--- src/rtl/vstu_axi_write_responder_pkg.sv ---
`default_nettype none
// ============================================================================
// Module   : vstu_axi_write_responder_pkg
// Purpose  : AXI channel payload types, burst/response encodings and FSM state
//            type shared by the vector-store write responder slice.
// Revision : 1.0 - initial release
// ============================================================================
package vstu_axi_write_responder_pkg;

  localparam int c_AXI_DATA_WIDTH = 128;
  localparam int c_AXI_ADDR_WIDTH = 32;
  localparam int c_AXI_ID_WIDTH   = 4;

  // AXI4 burst type encodings
  localparam logic [1:0] c_BURST_FIXED = 2'b00;
  localparam logic [1:0] c_BURST_INCR  = 2'b01;
  localparam logic [1:0] c_BURST_WRAP  = 2'b10;

  // AXI4 response encodings
  localparam logic [1:0] c_RESP_OKAY   = 2'b00;
  localparam logic [1:0] c_RESP_SLVERR = 2'b10;

  typedef struct packed {
    logic [c_AXI_ID_WIDTH-1:0]   id;
    logic [c_AXI_ADDR_WIDTH-1:0] addr;
    logic [7:0]                  len;
    logic [2:0]                  size;
    logic [1:0]                  burst;
  } ara_axi_aw_chan_t;

  typedef struct packed {
    logic [c_AXI_DATA_WIDTH-1:0]   data;
    logic [c_AXI_DATA_WIDTH/8-1:0] strb;
    logic                          last;
  } ara_axi_w_chan_t;

  typedef struct packed {
    logic [c_AXI_ID_WIDTH-1:0] id;
    logic [1:0]                resp;
  } ara_axi_b_chan_t;

  typedef enum logic [0:0] {
    ST_IDLE  = 1'b0,
    ST_BURST = 1'b1
  } state_e;

endpackage
`default_nettype wire

--- src/rtl/vstu_axi_write_responder_if.sv ---
`default_nettype none
// ============================================================================
// Module   : vstu_axi_write_responder_if
// Purpose  : AW/W/B write-channel bundle between the store unit (master) and
//            the write responder (slave).
// Revision : 1.0 - initial release
// ============================================================================
interface vstu_axi_write_responder_if;
  import vstu_axi_write_responder_pkg::*;

  ara_axi_aw_chan_t aw;
  logic             aw_valid;
  logic             aw_ready;
  ara_axi_w_chan_t  w;
  logic             w_valid;
  logic             w_ready;
  ara_axi_b_chan_t  b;
  logic             b_valid;
  logic             b_ready;

  modport master (
    output aw, aw_valid, w, w_valid, b_ready,
    input  aw_ready, w_ready, b, b_valid
  );

  modport slave (
    input  aw, aw_valid, w, w_valid, b_ready,
    output aw_ready, w_ready, b, b_valid
  );

endinterface
`default_nettype wire

--- src/rtl/vstu_axi_write_responder_fifo.sv ---
`default_nettype none
// ============================================================================
// Module   : vstu_axi_write_responder_fifo
// Purpose  : Small registered-output FIFO (no fall-through) used for the AW
//            request and B response buffers.
// Revision : 1.0 - initial release
// ============================================================================
module vstu_axi_write_responder_fifo #(
  parameter int DEPTH      = 2,
  parameter int DATA_WIDTH = 8
) (
  input  wire logic                  clk_i,
  input  wire logic                  rst_i,
  input  wire logic                  push_i,
  input  wire logic [DATA_WIDTH-1:0] data_i,
  input  wire logic                  pop_i,
  output logic                       full_o,
  output logic                       empty_o,
  output logic      [DATA_WIDTH-1:0] data_o
);

  localparam int c_PTR_W = (DEPTH > 1) ? $clog2(DEPTH) : 1;
  localparam int c_CNT_W = $clog2(DEPTH + 1);
  localparam logic [c_PTR_W-1:0] c_LAST_PTR  = c_PTR_W'(DEPTH - 1);
  localparam logic [c_CNT_W-1:0] c_DEPTH_CNT = c_CNT_W'(DEPTH);

  logic [DATA_WIDTH-1:0] r_mem [DEPTH];
  logic [c_PTR_W-1:0]    r_wr_ptr;
  logic [c_PTR_W-1:0]    r_rd_ptr;
  logic [c_CNT_W-1:0]    r_cnt;
  logic                  w_push;
  logic                  w_pop;

  function automatic logic [c_PTR_W-1:0] next_ptr(input logic [c_PTR_W-1:0] p);
    return (p == c_LAST_PTR) ? '0 : p + 1'b1;
  endfunction

  assign full_o  = (r_cnt == c_DEPTH_CNT);
  assign empty_o = (r_cnt == '0);
  assign w_push  = push_i && !full_o;
  assign w_pop   = pop_i && !empty_o;
  assign data_o  = r_mem[r_rd_ptr];

  // Storage and pointers; entries are cleared so the head reads zero after reset.
  always_ff @(posedge clk_i or posedge rst_i) begin
    if (rst_i) begin
      for (int i = 0; i < DEPTH; i++) begin
        r_mem[i] <= '0;
      end
      r_wr_ptr <= '0;
      r_rd_ptr <= '0;
      r_cnt    <= '0;
    end else begin
      if (w_push) begin
        r_mem[r_wr_ptr] <= data_i;
        r_wr_ptr        <= next_ptr(r_wr_ptr);
      end
      if (w_pop) begin
        r_rd_ptr <= next_ptr(r_rd_ptr);
      end
      case ({w_push, w_pop})
        2'b10:   r_cnt <= r_cnt + 1'b1;
        2'b01:   r_cnt <= r_cnt - 1'b1;
        default: r_cnt <= r_cnt;
      endcase
    end
  end

endmodule
`default_nettype wire

--- src/rtl/vstu_axi_write_responder.sv ---
`default_nettype none
// ============================================================================
// Module   : vstu_axi_write_responder
// Purpose  : AXI4 write subordinate that commits vector-store bursts into a
//            single-port SRAM word port and returns one B per burst.
// Revision : 1.0 - initial release
// ============================================================================
module vstu_axi_write_responder
  import vstu_axi_write_responder_pkg::*;
#(
  parameter int                          AXI_DATA_WIDTH = c_AXI_DATA_WIDTH,
  parameter int                          AXI_ADDR_WIDTH = c_AXI_ADDR_WIDTH,
  parameter int                          MEM_ADDR_WIDTH = 14,
  parameter logic [AXI_ADDR_WIDTH-1:0]   MEM_BASE_ADDR  = 32'h8000_0000,
  parameter int                          AW_FIFO_DEPTH  = 2,
  parameter int                          B_FIFO_DEPTH   = 2
) (
  input  wire logic                        clk_i,
  input  wire logic                        rst_i,
  vstu_axi_write_responder_if.slave        axi,
  output logic                             mem_req_o,
  output logic [MEM_ADDR_WIDTH-1:0]        mem_addr_o,
  output logic [AXI_DATA_WIDTH-1:0]        mem_wdata_o,
  output logic [AXI_DATA_WIDTH/8-1:0]      mem_be_o,
  output logic                             busy_o
);

  localparam int c_OFFS_W = $clog2(AXI_DATA_WIDTH / 8);
  localparam int c_AW_W   = $bits(ara_axi_aw_chan_t);
  localparam int c_B_W    = $bits(ara_axi_b_chan_t);

  // Window bounds carry one extra bit so a window touching the top of the
  // address space cannot overflow.
  localparam logic [AXI_ADDR_WIDTH:0] c_WIN_LO   = {1'b0, MEM_BASE_ADDR};
  localparam logic [AXI_ADDR_WIDTH:0] c_WIN_SIZE =
    (AXI_ADDR_WIDTH + 1)'(1) << (MEM_ADDR_WIDTH + c_OFFS_W);
  localparam logic [AXI_ADDR_WIDTH:0] c_WIN_HI   = c_WIN_LO + c_WIN_SIZE;
  localparam logic [AXI_ADDR_WIDTH-1:0] c_ONE    = AXI_ADDR_WIDTH'(1);

  function automatic logic in_window(input logic [AXI_ADDR_WIDTH-1:0] a);
    logic [AXI_ADDR_WIDTH:0] ext;
    ext = {1'b0, a};
    return (ext >= c_WIN_LO) && (ext < c_WIN_HI);
  endfunction

  // FSM
  state_e r_state;
  state_e w_state_next;

  // Burst context
  logic [AXI_ADDR_WIDTH-1:0] r_addr;
  logic [7:0]                r_len;
  logic [2:0]                r_size;
  logic [1:0]                r_burst;
  logic [c_AXI_ID_WIDTH-1:0] r_id;
  logic [7:0]                r_beat_cnt;
  logic                      r_err;

  // FIFO plumbing
  logic             w_aw_full;
  logic             w_aw_empty;
  logic             w_aw_pop;
  logic [c_AW_W-1:0] w_aw_head_bits;
  ara_axi_aw_chan_t w_aw_head;
  logic             w_b_full;
  logic             w_b_empty;
  logic             w_b_push;
  logic             w_b_pop;
  ara_axi_b_chan_t  w_b_in;
  logic [c_B_W-1:0] w_b_out_bits;

  // Beat datapath
  logic                      w_w_ready;
  logic                      w_w_hs;
  logic                      w_last_beat;
  logic                      w_beat_in_win;
  logic                      w_err_next;
  logic                      w_start_err;
  logic                      w_mem_req;
  logic [AXI_ADDR_WIDTH-1:0] w_step;
  logic [AXI_ADDR_WIDTH-1:0] w_addr_incr;
  logic [AXI_ADDR_WIDTH-1:0] w_mem_off;

  // ---------------------------------------------------------------------------
  // AW request buffer: accepts independently of the W phase.
  // ---------------------------------------------------------------------------
  vstu_axi_write_responder_fifo #(
    .DEPTH      (AW_FIFO_DEPTH),
    .DATA_WIDTH (c_AW_W)
  ) u_aw_fifo (
    .clk_i   (clk_i),
    .rst_i   (rst_i),
    .push_i  (axi.aw_valid && !w_aw_full && !rst_i),
    .data_i  (axi.aw),
    .pop_i   (w_aw_pop),
    .full_o  (w_aw_full),
    .empty_o (w_aw_empty),
    .data_o  (w_aw_head_bits)
  );

  assign w_aw_head    = w_aw_head_bits;
  // No request is advertised while reset is held so every output reads zero.
  assign axi.aw_ready = !w_aw_full && !rst_i;

  // ---------------------------------------------------------------------------
  // B response buffer: a slot is reserved on burst entry, so it never overflows.
  // ---------------------------------------------------------------------------
  vstu_axi_write_responder_fifo #(
    .DEPTH      (B_FIFO_DEPTH),
    .DATA_WIDTH (c_B_W)
  ) u_b_fifo (
    .clk_i   (clk_i),
    .rst_i   (rst_i),
    .push_i  (w_b_push),
    .data_i  (w_b_in),
    .pop_i   (w_b_pop),
    .full_o  (w_b_full),
    .empty_o (w_b_empty),
    .data_o  (w_b_out_bits)
  );

  assign axi.b_valid = !w_b_empty;
  assign axi.b       = w_b_out_bits;
  assign w_b_pop     = !w_b_empty && axi.b_ready;

  // ---------------------------------------------------------------------------
  // Beat-level combinational datapath
  // ---------------------------------------------------------------------------
  assign w_w_hs        = w_w_ready && axi.w_valid;
  assign w_last_beat   = (r_beat_cnt == r_len);
  assign w_beat_in_win = in_window(r_addr);
  // Error accumulated through the current beat: out-of-window or misplaced last.
  assign w_err_next    = r_err || !w_beat_in_win || (axi.w.last != w_last_beat);
  assign w_start_err   = (w_aw_head.burst == c_BURST_WRAP) || !in_window(w_aw_head.addr);

  // INCR aligns the first beat down to the beat size, then steps by it.
  assign w_step        = c_ONE << r_size;
  assign w_addr_incr   = (r_addr & ~(w_step - c_ONE)) + w_step;
  assign w_mem_off     = r_addr - MEM_BASE_ADDR;

  assign w_mem_req     = w_w_hs && !r_err && w_beat_in_win && (|axi.w.strb);
  assign mem_req_o     = w_mem_req;
  assign mem_addr_o    = w_mem_req ? w_mem_off[c_OFFS_W +: MEM_ADDR_WIDTH] : '0;
  assign mem_wdata_o   = w_mem_req ? axi.w.data : '0;
  assign mem_be_o      = w_mem_req ? axi.w.strb : '0;

  assign w_b_in.id     = r_id;
  assign w_b_in.resp   = w_err_next ? c_RESP_SLVERR : c_RESP_OKAY;

  assign axi.w_ready   = w_w_ready;
  assign busy_o        = (r_state == ST_BURST) || !w_aw_empty || !w_b_empty;

  // State register.
  always_ff @(posedge clk_i or posedge rst_i) begin
    if (rst_i) begin
      r_state <= ST_IDLE;
    end else begin
      r_state <= w_state_next;
    end
  end

  // Next-state logic: start a burst only when a B slot is free.
  always_comb begin
    w_state_next = r_state;
    w_w_ready    = 1'b0;
    w_aw_pop     = 1'b0;
    w_b_push     = 1'b0;
    case (r_state)
      ST_IDLE: begin
        if (!w_aw_empty && !w_b_full) begin
          w_aw_pop     = 1'b1;
          w_state_next = ST_BURST;
        end
      end
      ST_BURST: begin
        w_w_ready = 1'b1;
        if (axi.w_valid && w_last_beat) begin
          w_b_push     = 1'b1;
          w_state_next = ST_IDLE;
        end
      end
      default: begin
        w_state_next = ST_IDLE;
      end
    endcase
  end

  // Burst context: latched on entry, advanced on each accepted beat.
  always_ff @(posedge clk_i or posedge rst_i) begin
    if (rst_i) begin
      r_addr     <= '0;
      r_len      <= '0;
      r_size     <= '0;
      r_burst    <= '0;
      r_id       <= '0;
      r_beat_cnt <= '0;
      r_err      <= 1'b0;
    end else if (w_aw_pop) begin
      r_addr     <= w_aw_head.addr;
      r_len      <= w_aw_head.len;
      r_size     <= w_aw_head.size;
      r_burst    <= w_aw_head.burst;
      r_id       <= w_aw_head.id;
      r_beat_cnt <= '0;
      r_err      <= w_start_err;
    end else if (w_w_hs) begin
      r_err <= w_err_next;
      if (!w_last_beat) begin
        r_beat_cnt <= r_beat_cnt + 8'd1;
      end
      if (r_burst == c_BURST_INCR) begin
        r_addr <= w_addr_incr;
      end
    end
  end

endmodule
`default_nettype wire

--- src/flat_wrapper.sv ---
// flat-port wrapper written by rule: the top's interface ports become plain ports
module vstu_axi_write_responder_flat import vstu_axi_write_responder_pkg::*;
#(
  parameter int                          AXI_DATA_WIDTH = c_AXI_DATA_WIDTH,
  parameter int                          AXI_ADDR_WIDTH = c_AXI_ADDR_WIDTH,
  parameter int                          MEM_ADDR_WIDTH = 14,
  parameter logic [AXI_ADDR_WIDTH-1:0]   MEM_BASE_ADDR  = 32'h8000_0000,
  parameter int                          AW_FIFO_DEPTH  = 2,
  parameter int                          B_FIFO_DEPTH   = 2
)
  (clk_i, rst_i, mem_req_o, mem_addr_o, mem_wdata_o, mem_be_o, busy_o, axi_aw, axi_aw_valid, axi_w, axi_w_valid, axi_b_ready, axi_aw_ready, axi_w_ready, axi_b, axi_b_valid);
  vstu_axi_write_responder_if axi_i ();
  input  wire logic clk_i;
  input  wire logic rst_i;
  output logic mem_req_o;
  output logic [MEM_ADDR_WIDTH-1:0] mem_addr_o;
  output logic [AXI_DATA_WIDTH-1:0] mem_wdata_o;
  output logic [AXI_DATA_WIDTH/8-1:0] mem_be_o;
  output logic busy_o;
  input wire logic [$bits(axi_i.aw)-1:0] axi_aw;
  input wire logic [$bits(axi_i.aw_valid)-1:0] axi_aw_valid;
  input wire logic [$bits(axi_i.w)-1:0] axi_w;
  input wire logic [$bits(axi_i.w_valid)-1:0] axi_w_valid;
  input wire logic [$bits(axi_i.b_ready)-1:0] axi_b_ready;
  output wire logic [$bits(axi_i.aw_ready)-1:0] axi_aw_ready;
  output wire logic [$bits(axi_i.w_ready)-1:0] axi_w_ready;
  output wire logic [$bits(axi_i.b)-1:0] axi_b;
  output wire logic [$bits(axi_i.b_valid)-1:0] axi_b_valid;
  assign axi_i.aw = axi_aw;
  assign axi_i.aw_valid = axi_aw_valid;
  assign axi_i.w = axi_w;
  assign axi_i.w_valid = axi_w_valid;
  assign axi_i.b_ready = axi_b_ready;
  assign axi_aw_ready = axi_i.aw_ready;
  assign axi_w_ready = axi_i.w_ready;
  assign axi_b = axi_i.b;
  assign axi_b_valid = axi_i.b_valid;
  vstu_axi_write_responder #(.AXI_DATA_WIDTH(AXI_DATA_WIDTH), .AXI_ADDR_WIDTH(AXI_ADDR_WIDTH), .MEM_ADDR_WIDTH(MEM_ADDR_WIDTH), .MEM_BASE_ADDR(MEM_BASE_ADDR), .AW_FIFO_DEPTH(AW_FIFO_DEPTH), .B_FIFO_DEPTH(B_FIFO_DEPTH)) u_core (.clk_i(clk_i), .rst_i(rst_i), .axi(axi_i), .mem_req_o(mem_req_o), .mem_addr_o(mem_addr_o), .mem_wdata_o(mem_wdata_o), .mem_be_o(mem_be_o), .busy_o(busy_o));
endmodule
--- config.mk ---
export PLATFORM = sky130hd
export DESIGN_NAME = vstu_axi_write_responder_flat
export DESIGN_NICKNAME = d
export VERILOG_FILES = /design/src/rtl/vstu_axi_write_responder_pkg.sv /design/src/rtl/vstu_axi_write_responder_if.sv /design/src/rtl/vstu_axi_write_responder_fifo.sv /design/src/rtl/vstu_axi_write_responder.sv /design/src/flat_wrapper.sv
export SDC_FILE = /design/constraint.sdc
export NUM_CORES = 1
export LEC_CHECK = 0
export CAP_MARGIN = 40
export CORE_AREA = 2 2 151 153
export DETAILED_ROUTE_END_ITERATION = 7
export DIE_AREA = 0 0 153 155
export PLACE_DENSITY_LB_ADDON = 0.3
export SLEW_MARGIN = 10
export SYNTH_ARGS = -nofsm -noshare
export SYNTH_HDL_FRONTEND = slang
export SYNTH_SLANG_ARGS = --single-unit
--- constraint.sdc ---
create_clock -name clk_i -period 6.8 [get_ports clk_i]
set_input_delay 1.02 -clock clk_i [delete_from_list [all_inputs] [get_ports clk_i]]
set_output_delay 1.02 -clock clk_i [all_outputs]
set_load 0.01 [all_outputs]
==> impl_metrics.tcl, run 1 <==
set metrics [dict create \
    hp-class "flop to flop" \
    n_antenna_cell 0 \
    via_per_inst 5.51 \
    synth_commonest_cells "175 x dfrtp_1, 163 x and2_1, 116 x mux2_2" \
    grt_first_pass_wirelength_um 55000 \
    worstPathRequired_ns 5.78 \
    synth-edff-count 0 \
    critPathLaunch "axi_w[1]" \
    area_growth_pct 46.3 \
    busiest_layer "met2" \
    cts_resized 0 \
    dpl.hpwl_um 28600 \
    place_inst 1528 \
    clock_sinks 175 \
    critPathMaxFanout 155 \
    yosysMostFrequentCell "dfrtp_1" \
    htreeDepth 4 \
    ios 368 \
    skew_ns 0.0132 \
    clk-insertion-delay-late_ns 0.44 \
    relSlewSlack_pct 48.9 \
    grt_pass1_vias 8240 \
    fin_crit_sh_pct 68.7 \
    die_y_um 155 \
    grt_util_met3_pct 8.72 \
    dieArea_sq_mm 0.0237 \
    r2r_end "u_core.r_addr[29]" \
    cts_buffers 17 \
    syn_avg_cell_area_sq_um 10.5 \
    crit_type "input pin to output pin" \
    synth_ff_type "dfrtp_1" \
    cts_root_buf "clkbuf_16" \
    rsz0062_at_grt "false" \
    clk_pin_slew_ns 0.07 \
    crit_family "buffers and inverters" \
    synth.net_count 1132 \
    async_flop_share_pct 100 \
    syn_area_sq_mm 0.00974 \
    hold_slack_ns 0.485 \
    r2r_start "u_core.r_size[1]" \
    status "finished clean" \
    dieWidth_um 153 \
    holdPathEnd "u_core.u_b_fifo.r_cnt[1]" \
    ant_nets 0 \
    worst_pin_slew_ns 0.766 \
    end_kind "output pin" \
    synthCells 926 \
    r2r_setup_slack_ns 3.01 \
    drt_pass1_iterations 5 \
    postCtsSetupRepairBufs 0 \
    peakVddDrop_mv 0.233 \
    final-hold-violation-count 0 \
    synth_top_area_share_pct 45.0 \
    worst-path-buf-inv 3 \
    start_util_pct 43.8 \
    ys_seq_elements 175 \
    synth_cell_types 67 \
    fin_cells 1560 \
    antenna_found_initial 3 \
    core_area_sq_mm 0.0222 \
    grt_max_degree 156 \
    place.gp.congestion 0.937 \
    track_usage_pct 31.0 \
    holdPathStages 1 \
    hold_buffers 0 \
    vias 8603 \
    cpMostUsedCell "clkdlybuf4s50_1" \
    ys_seq_area_share_pct 45.0 \
    crit_path_max_incr_delay_ns 0.62 \
    arrival_ns 3.65 \
    cts_max_path_buffers 2 \
    crit_path_start_kind "input pin" \
    wire_per_inst_um 23.9 \
    drv_slew 0 \
    final_nets 1468 \
    tns_ns 0 \
    synth_top_area_cell "dfrtp_1" \
    overflow 0 \
    fmax_mhz 214 \
    period_needed_ns 4.67 \
    reg2regPathDepth 11 \
    remaining_drc_errors 0 \
    maxCapViolCount 0 \
    ys_top_cells_by_area "dfrtp_1 45%, mux2_2 13%, and2_1 10%" \
    wl_um 37300 \
    power_density_mw_per_mm2 322 \
    drtIter0Drc 753 \
    use_met1_pct 44.7 \
    setup_violations 0 \
    crit_slowest_cell "clkdlybuf4s50_1" \
    cp_cell_sequence "clkdlybuf4s50_1 > nor4_1 > and4_1 > nor3_4 > buf_12 > and2_1 > clkdlybuf4s50_1" \
    yosysWarningCount 0 \
    min_from "u_core.u_b_fifo.r_cnt[1]" \
    num_rows 55 \
    leakage_nw 5.78 \
    grtUsageMet2_pct 46.2 \
    io_buffers 366 \
    cts_tree "built" \
    drive_above_1_share_pct 14.5 \
]
## sequential cells by signal (all words and copies together) (netlist names), 2 cells and up
register and cells:
u_core.u_aw_fifo.r_mem 98, u_core.r_addr 32, u_core.u_b_fifo.r_mem 10, u_core.r_beat_cnt 8, u_core.r_len 8, u_core.r_id 4, u_core.r_size 3, u_core.r_burst 2
u_core.u_aw_fifo.r_cnt 2, u_core.u_b_fifo.r_cnt 2
## worst max-delay path by stage
stage | endpoint | slack [ns] | depth (start not counted)
3_3_place_gp | mem_wdata_o[14] | 2.19 | 7
2_1_floorplan | u_core.r_addr[0] | 1.03 | 1
3_5_place_dp | mem_wdata_o[14] | 2.21 | 7
5_1_grt | mem_wdata_o[14] | 2.09 | 6
6_report | mem_wdata_o[14] | 2.13 | 7
4_1_cts | mem_wdata_o[14] | 2.19 | 7
## area by class of cell
type / instances / area [sq um]
clock buffers: 17 / 425
well taps: 285 / 357
clock inverters: 15 / 181
repair buffers: 376 / 3790
multi-input cells: 679 / 5060
flip-flops and latches: 175 / 4380
inverters: 13 / 53.8
fillers: 1792 / 7980
## cells in the final DEF, fill, tap and decap left out, types with 4 or more instances in the layout
master	netlist	final
a21oi_1	24	24
a31oi_1	9	9
and4_1	5	5
clkinvlp_4	0	4
and3_1	8	8
nor2_1	31	30
inv_6	0	4
nor3_1	12	12
o21ai_0	32	32
and2_1	163	163
xor2_1	7	7
dfrtp_1	175	174
nand4_1	5	5
nor2b_1	17	17
nand2_1	54	54
nand2b_1	4	4
nor4_1	12	12
clkdlybuf4s50_1	0	366
xnor2_1	35	35
a211oi_1	24	24
inv_1	12	11
mux2_2	116	116
clkbuf_16	0	17
mux2i_1	39	39
nand3_1	15	14
ha_1	7	7
buf_4	4	7
## worst reg2reg max path, cell delays in order (launching register included)
cell and delay [ns]:
dfrtp_1 0.79, and3_1 0.36, inv_1 0.06, ha_1 0.28, and2_1 0.14, ha_1 0.36, nor2b_1 0.18, a41o_1 0.27
a31oi_2 0.43, a21oi_2 0.25, and4b_1 0.24, or3_1 0.30
## routing by layer
layer / part of all wire (%) / vias up
li1: - / 3909
met1: 46 / 4301
met2: 44 / 342
met3: 8.0 / 47
met4: 2.0 / 4
met5: 0.062 / -
## logic make-up after synthesis
| kind of cell | Yosys count | synth area share (%) |
|---|---|---|
| simple gates | 353 | 21.2 |
| flops | 175 | 45.0 |
| mux | 155 | 17.4 |
| compound gates | 121 | 8.43 |
| buf+inv | 72 | 3.26 |
| xor+xnor | 42 | 3.78 |
| other cells | 1 | 0.0385 |
| fa+ha+maj | 7 | 0.899 |
## power breakdown
| part | leakage, nW | internal [W] | switching [W] |
|---|---|---|---|
| Sequential | 2.10 | 0.00153 | 0.000456 |
| Combinational | 3.40 | 0.000864 | 0.000742 |
| Clock | 0.283 | 0.000553 | 0.000448 |
| Total | 5.78 | 0.00295 | 0.00165 |
## per-stage QoR
stage                     power [W]  cell area, sq um  worst slack (ns)  utilization, %
after floorplan             0.00307              9740              1.03               -
after global placement      0.00349             13600              2.19            61.1
after detailed placement    0.00358             13600              2.21            61.4
after CTS                   0.00460             14200              2.19            64.1
after global routing        0.00487             14200              2.09            64.1
final                       0.00459             14200              2.13            64.1
No activity file was read; power rests on OpenSTA's default activity.
==> run 2, diff against run 1 <==
clock period = 4.9 ns   (was 6.8 ns; I/O delays follow)
==> run 2 against run 1 <==
Global-route usage is 0.35 points higher. Sequential share of layout area hardly changed. Clock power is 32% higher. Non-clock buffer count is 3 higher. Via count is 0.27% higher.
==> impl_metrics.tcl, run 2 (same netlist as run 1, synthesis figures left out) <==
set metrics [dict create \
    drv_slew 0 \
    peakVddDrop_mv 0.329 \
    final_common_cell "clkdlybuf4s50_1" \
    post-route-util_pct 64.1 \
    r2r_start "u_core.r_size[1]" \
    end_kind "output pin" \
    vias 8626 \
    setup_violations 0 \
    area_growth_pct 46.4 \
    largest_reg_flops 98 \
    layout.cells.most_common_list "366 x clkdlybuf4s50_1, 174 x dfrtp_1, 163 x and2_1" \
    drt_pass1_iterations 5 \
    p_sw_share_pct 35.1 \
    io_buffers 366 \
    cts_tree "built" \
    skew_ns 0.0104 \
    final-hold-violation-count 0 \
    fmax_mhz 242 \
    worst_pin_slew_ns 0.901 \
    grt_pass1_vias 8366 \
    holdPathStages 1 \
    relSlewSlack_pct 39.9 \
    r2r_setup_slack_ns 1.22 \
    via_per_inst 5.50 \
    period_needed_ns 4.13 \
    reg2regPathDepth 11 \
    wl_um 37600 \
    top_register "u_core.u_aw_fifo.r_mem" \
    htreeDepth 4 \
    status "finished clean" \
    drive_above_1_share_pct 14.4 \
    postCtsSetupRepairBufs 0 \
    internal-power_w 0.00412 \
    crit_path_start_kind "input pin" \
    holdPathEnd "u_core.u_b_fifo.r_wr_ptr" \
    hp-class "flop to flop" \
    fin_cells 1568 \
    final_nets 1471 \
    worstPathRequired_ns 4.16 \
    min_from "u_core.u_b_fifo.r_wr_ptr" \
    leakage_nw 5.79 \
    overflow 0 \
    dieArea_sq_mm 0.0237 \
    ios 368 \
    cts_root_buf "clkbuf_16" \
    grt_max_degree 176 \
    cts_buffers 17 \
    cts_max_path_buffers 2 \
    start_util_pct 43.8 \
    remaining_drc_errors 0 \
    wire_per_inst_um 24.0 \
    r2r_end "u_core.r_addr[29]" \
    clk_pin_slew_ns 0.06 \
    power_density_mw_per_mm2 444 \
    tns_ns 0 \
    clk-insertion-delay-late_ns 0.43 \
    p_comb_share_pct 36.0 \
    grt_first_pass_wirelength_um 55100 \
    hold_buffers 0 \
    cts_resized 0 \
    fin_crit_sh_pct 84.3 \
    rsz0062_at_grt "false" \
    core_area_sq_mm 0.0222 \
    die_y_um 155 \
    antenna_found_initial 4 \
    top_regs "u_core.u_aw_fifo.r_mem x98, u_core.r_addr x32, u_core.u_b_fifo.r_mem x10" \
    power.switching_w 0.00222 \
    clock_sinks 175 \
    drtIter0Drc 809 \
    dieWidth_um 153 \
    power_w 0.00634 \
    critPathMaxFanout 157 \
    ant_nets 0 \
    maxCapViolCount 0 \
    place_inst 1531 \
    num_rows 55 \
    arrival_ns 3.39 \
    pwr-share-seq_pct 43.1 \
    crit_type "input pin to output pin" \
    place.gp.congestion 0.940 \
    p_clk_share_pct 20.9 \
    dpl.hpwl_um 29300 \
    track_usage_pct 31.4 \
]
-- run 2: stage by stage --
step / instance area, sq um / hold slack [ns] / worst slack [ns]
detailed placement: 13700 / 0.484 / 0.750
CTS: 14200 / 0.501 / 0.752
global placement: 13600 / 0.463 / 0.745
global route: 14200 / 0.515 / 0.586
finish: 14300 / 0.504 / 0.771
floorplan: 9740 / 0.448 / 1.84
-- run 2: worst max-delay path by stage --
| stage | cells after the start | startpoint | to | slack [ns] |
|---|---|---|---|---|
| after detailed placement | 6 | axi_w_valid | mem_be_o[9] | 0.75 |
| after floorplan | 12 | u_core.r_size[1] | u_core.r_addr[29] | 1.84 |
| after global routing | 6 | u_core.r_addr[19] | mem_be_o[9] | 0.59 |
| after global placement | 6 | axi_w_valid | mem_be_o[9] | 0.74 |
| after CTS | 6 | axi_w_valid | mem_be_o[9] | 0.75 |
| final | 6 | axi_w_valid | mem_be_o[9] | 0.77 |
-- run 2: critical path, stage by stage --
cell	delay, ns
clkdlybuf4s50_1	0.58
nand2_1	0.33
nor3_4	0.31
buf_12	0.40
and2_1	0.38
clkdlybuf4s50_1	0.63
-- run 2: metal layers --
metal | track usage (%) | up-vias | part of all wire (%)
li1 | - | 3921 | -
met3 | 8.13 | 33 | 8.8
met1 | 45.2 | 4280 | 45
met4 | 6.83 | 2 | 1.2
met2 | 48.0 | 390 | 45
met5 | 0 | - | 0.035
-- run 2: power by group through the flow --
stage	combinational [W]	clock (W)	sequential, W
floorplan	0.00177	0	0.00249
global placement	0.00214	0	0.00273
finish	0.00228	0.00132	0.00273
CTS	0.00229	0.00134	0.00271
global route	0.00250	0.00141	0.00282
detailed placement	0.00226	0	0.00273
-- run 2: area by class of cell --
class	count	area, sq um
Clock buffer	22	464
Fill cell	1797	7970
Antenna cell	6	15.0
Sequential cell	175	4380
Tap cell	285	357
Inverter	13	52.6
Multi-Input combinational cell	679	5060
Timing Repair Buffer	379	3820
Clock inverter	9	111
==> run 3, diff against run 2 <==
CORE_AREA = 2 2 158 160   (was 2 2 151 153)
DIE_AREA = 0 0 160 162   (was 0 0 153 155)
clock period = 3.6 ns   (was 4.9 ns; I/O delays follow)
==> run 3 against run 2 <==
Sequential power increased by 33%. Non-clock buffer count rose by 15. First-iteration DRC count is 4.6% lower. Cell area is 1.3% higher. Clock skew fell by 0.0023 ns. Power is 37% higher. Core utilization shrank 4.3 points. Wire length is 5.7% lower. Largest power group unchanged. Register-to-register slack lost 0.84 ns. Die area is 9.3% higher. Worst setup slack worse by 0.65 ns. Largest cell class unchanged.
==> impl_metrics.tcl, run 3 (same netlist as run 1, synthesis figures left out) <==
set metrics [dict create \
    top_register "u_core.u_aw_fifo.r_mem" \
    cts_tree "built" \
    dieArea_sq_mm 0.0259 \
    status "finished clean" \
    die_y_um 162 \
    drtIter0Drc 772 \
    crit_path_max_incr_delay_ns 0.58 \
    hold_buffers 0 \
    grt_first_pass_wirelength_um 53400 \
    hp-class "flop to flop" \
    ant_nets 0 \
    final-hold-violation-count 0 \
    via_per_inst 5.29 \
    end_kind "output pin" \
    track_usage_pct 27.1 \
    wl_um 35500 \
    peakVddDrop_mv 0.387 \
    dieWidth_um 160 \
    grt_max_degree 176 \
    crit_type "input pin to output pin" \
    skew_ns 0.00809 \
    final_nets 1486 \
    largest_reg_flops 98 \
    fin_cells 1616 \
    period_needed_ns 3.48 \
    place.gp.congestion 0.922 \
    setup_violations 0 \
    layout.cells.most_common_list "366 x clkdlybuf4s50_1, 174 x dfrtp_1, 163 x and2_1" \
    wire_per_inst_um 22.0 \
    holdPathStages 1 \
    cts_root_buf "clkbuf_16" \
    core_area_sq_mm 0.0241 \
    reg2regPathDepth 12 \
    io_buffers 366 \
    cp_cell_sequence "clkdlybuf4s50_1 > nor4_2 > and4_1 > nor3_4 > buf_4 > clkbuf_16 > and2_1 > clkdlybuf4s50_1" \
    vias 8541 \
    r2r_setup_slack_ns 0.38 \
    leakage_nw 5.87 \
    worst_pin_slew_ns 0.932 \
    fmax_mhz 287 \
    worst-path-buf-inv 4 \
    cp_num_cells 8 \
    area_growth_pct 48.3 \
    n_antenna_cell 0 \
    relSlewSlack_pct 37.9 \
    dpl.hpwl_um 26900 \
    clk-insertion-delay-late_ns 0.43 \
    power_density_mw_per_mm2 602 \
    cts_max_path_buffers 2 \
    hold_slack_ns 0.499 \
    place_inst 1580 \
    num_rows 57 \
    clk_pin_slew_ns 0.07 \
    critPathMaxFanout 51 \
    drv_slew 0 \
    htreeDepth 4 \
    arrival_ns 2.94 \
    start_util_pct 40.4 \
    ios 368 \
    cpMostUsedCell "clkdlybuf4s50_1" \
    final_common_cell "clkdlybuf4s50_1" \
    grt_pass1_vias 8529 \
    crit_slowest_cell "clkdlybuf4s50_1" \
    drt_pass1_iterations 5 \
    top_regs "u_core.u_aw_fifo.r_mem x98, u_core.r_addr x32, u_core.u_b_fifo.r_mem x10" \
    crit_family "buffers and inverters" \
    worstPathRequired_ns 3.06 \
    overflow 0 \
    clock_sinks 175 \
    drive_above_1_share_pct 15.6 \
    crit_path_start_kind "input pin" \
    maxCapViolCount 0 \
    remaining_drc_errors 0 \
    fin_crit_sh_pct 96.7 \
    antenna_found_initial 1 \
    cts_buffers 17 \
]
## run 3: cell count changes in the layout (fill, tap and decap cells not counted), sizes merged
cell | previous run | this run
buf | 13 | 27
clkinv | 5 | 1
clkinvlp | 3 | 4
diode | 6 | 0
inv | 12 | 16
## run 3: through the flow
| stage | total power, W | utilization [%] | worst slack (ns) | area (sq um) | TNS [ns] |
|---|---|---|---|---|---|
| after floorplan | 0.00580 | - | 0.536 | 9740 | 0 |
| after global placement | 0.00671 | 57.2 | 0.172 | 13800 | 0 |
| after detailed placement | 0.00684 | 57.2 | 0.165 | 13800 | 0 |
| after CTS | 0.00872 | 59.7 | 0.00102 | 14400 | 0 |
| after global routing | 0.00925 | 59.9 | -0.114 | 14400 | -8.10 |
| final | 0.00869 | 59.9 | 0.119 | 14400 | 0 |
## run 3: worst paths after layout
kind                                       startpoint                         end
min                        u_core.u_aw_fifo.r_mem[78]  u_core.u_aw_fifo.r_mem[78]
min in group asynchronous                       rst_i   u_core.u_aw_fifo.r_cnt[0]
max                                         axi_w[11]              mem_wdata_o[9]
max reg2reg                          u_core.r_size[2]           u_core.r_addr[18]
max in group asynchronous                       rst_i  u_core.u_aw_fifo.r_mem[34]
min reg2reg                u_core.u_aw_fifo.r_mem[78]  u_core.u_aw_fifo.r_mem[78]
## run 3: repair_timing
item | in CTS | in global routing
endpoints found under the setup margin | 0 | 156
setup buffers | 0 | 4
gates resized for setup | 0 | 3
## run 3: cell type report
class | instances | area, sq um
fillers | 2077 | 9670
well taps | 324 | 405
inverters | 13 | 52.6
repair buffers | 394 | 3940
multi-input cells | 679 | 5070
clock buffers | 21 | 470
flip-flops and latches | 175 | 4380
clock inverters | 10 | 126
## run 3: power by group
group          leakage, nW  internal (W)  total, W  switching, W
Clock                0.283       0.00108   0.00186      0.000775
Combinational         3.48       0.00167   0.00319       0.00151
Sequential            2.10       0.00289   0.00364      0.000749
## run 3: layer usage
layer  track usage, %  share of wire (%)  up-vias
li1                 -                  -     3955
met1             36.8                 45     4265
met5                0              0.034        -
met2             44.5                 47      287
met4             6.22                1.5        2
met3             6.05                5.7       32
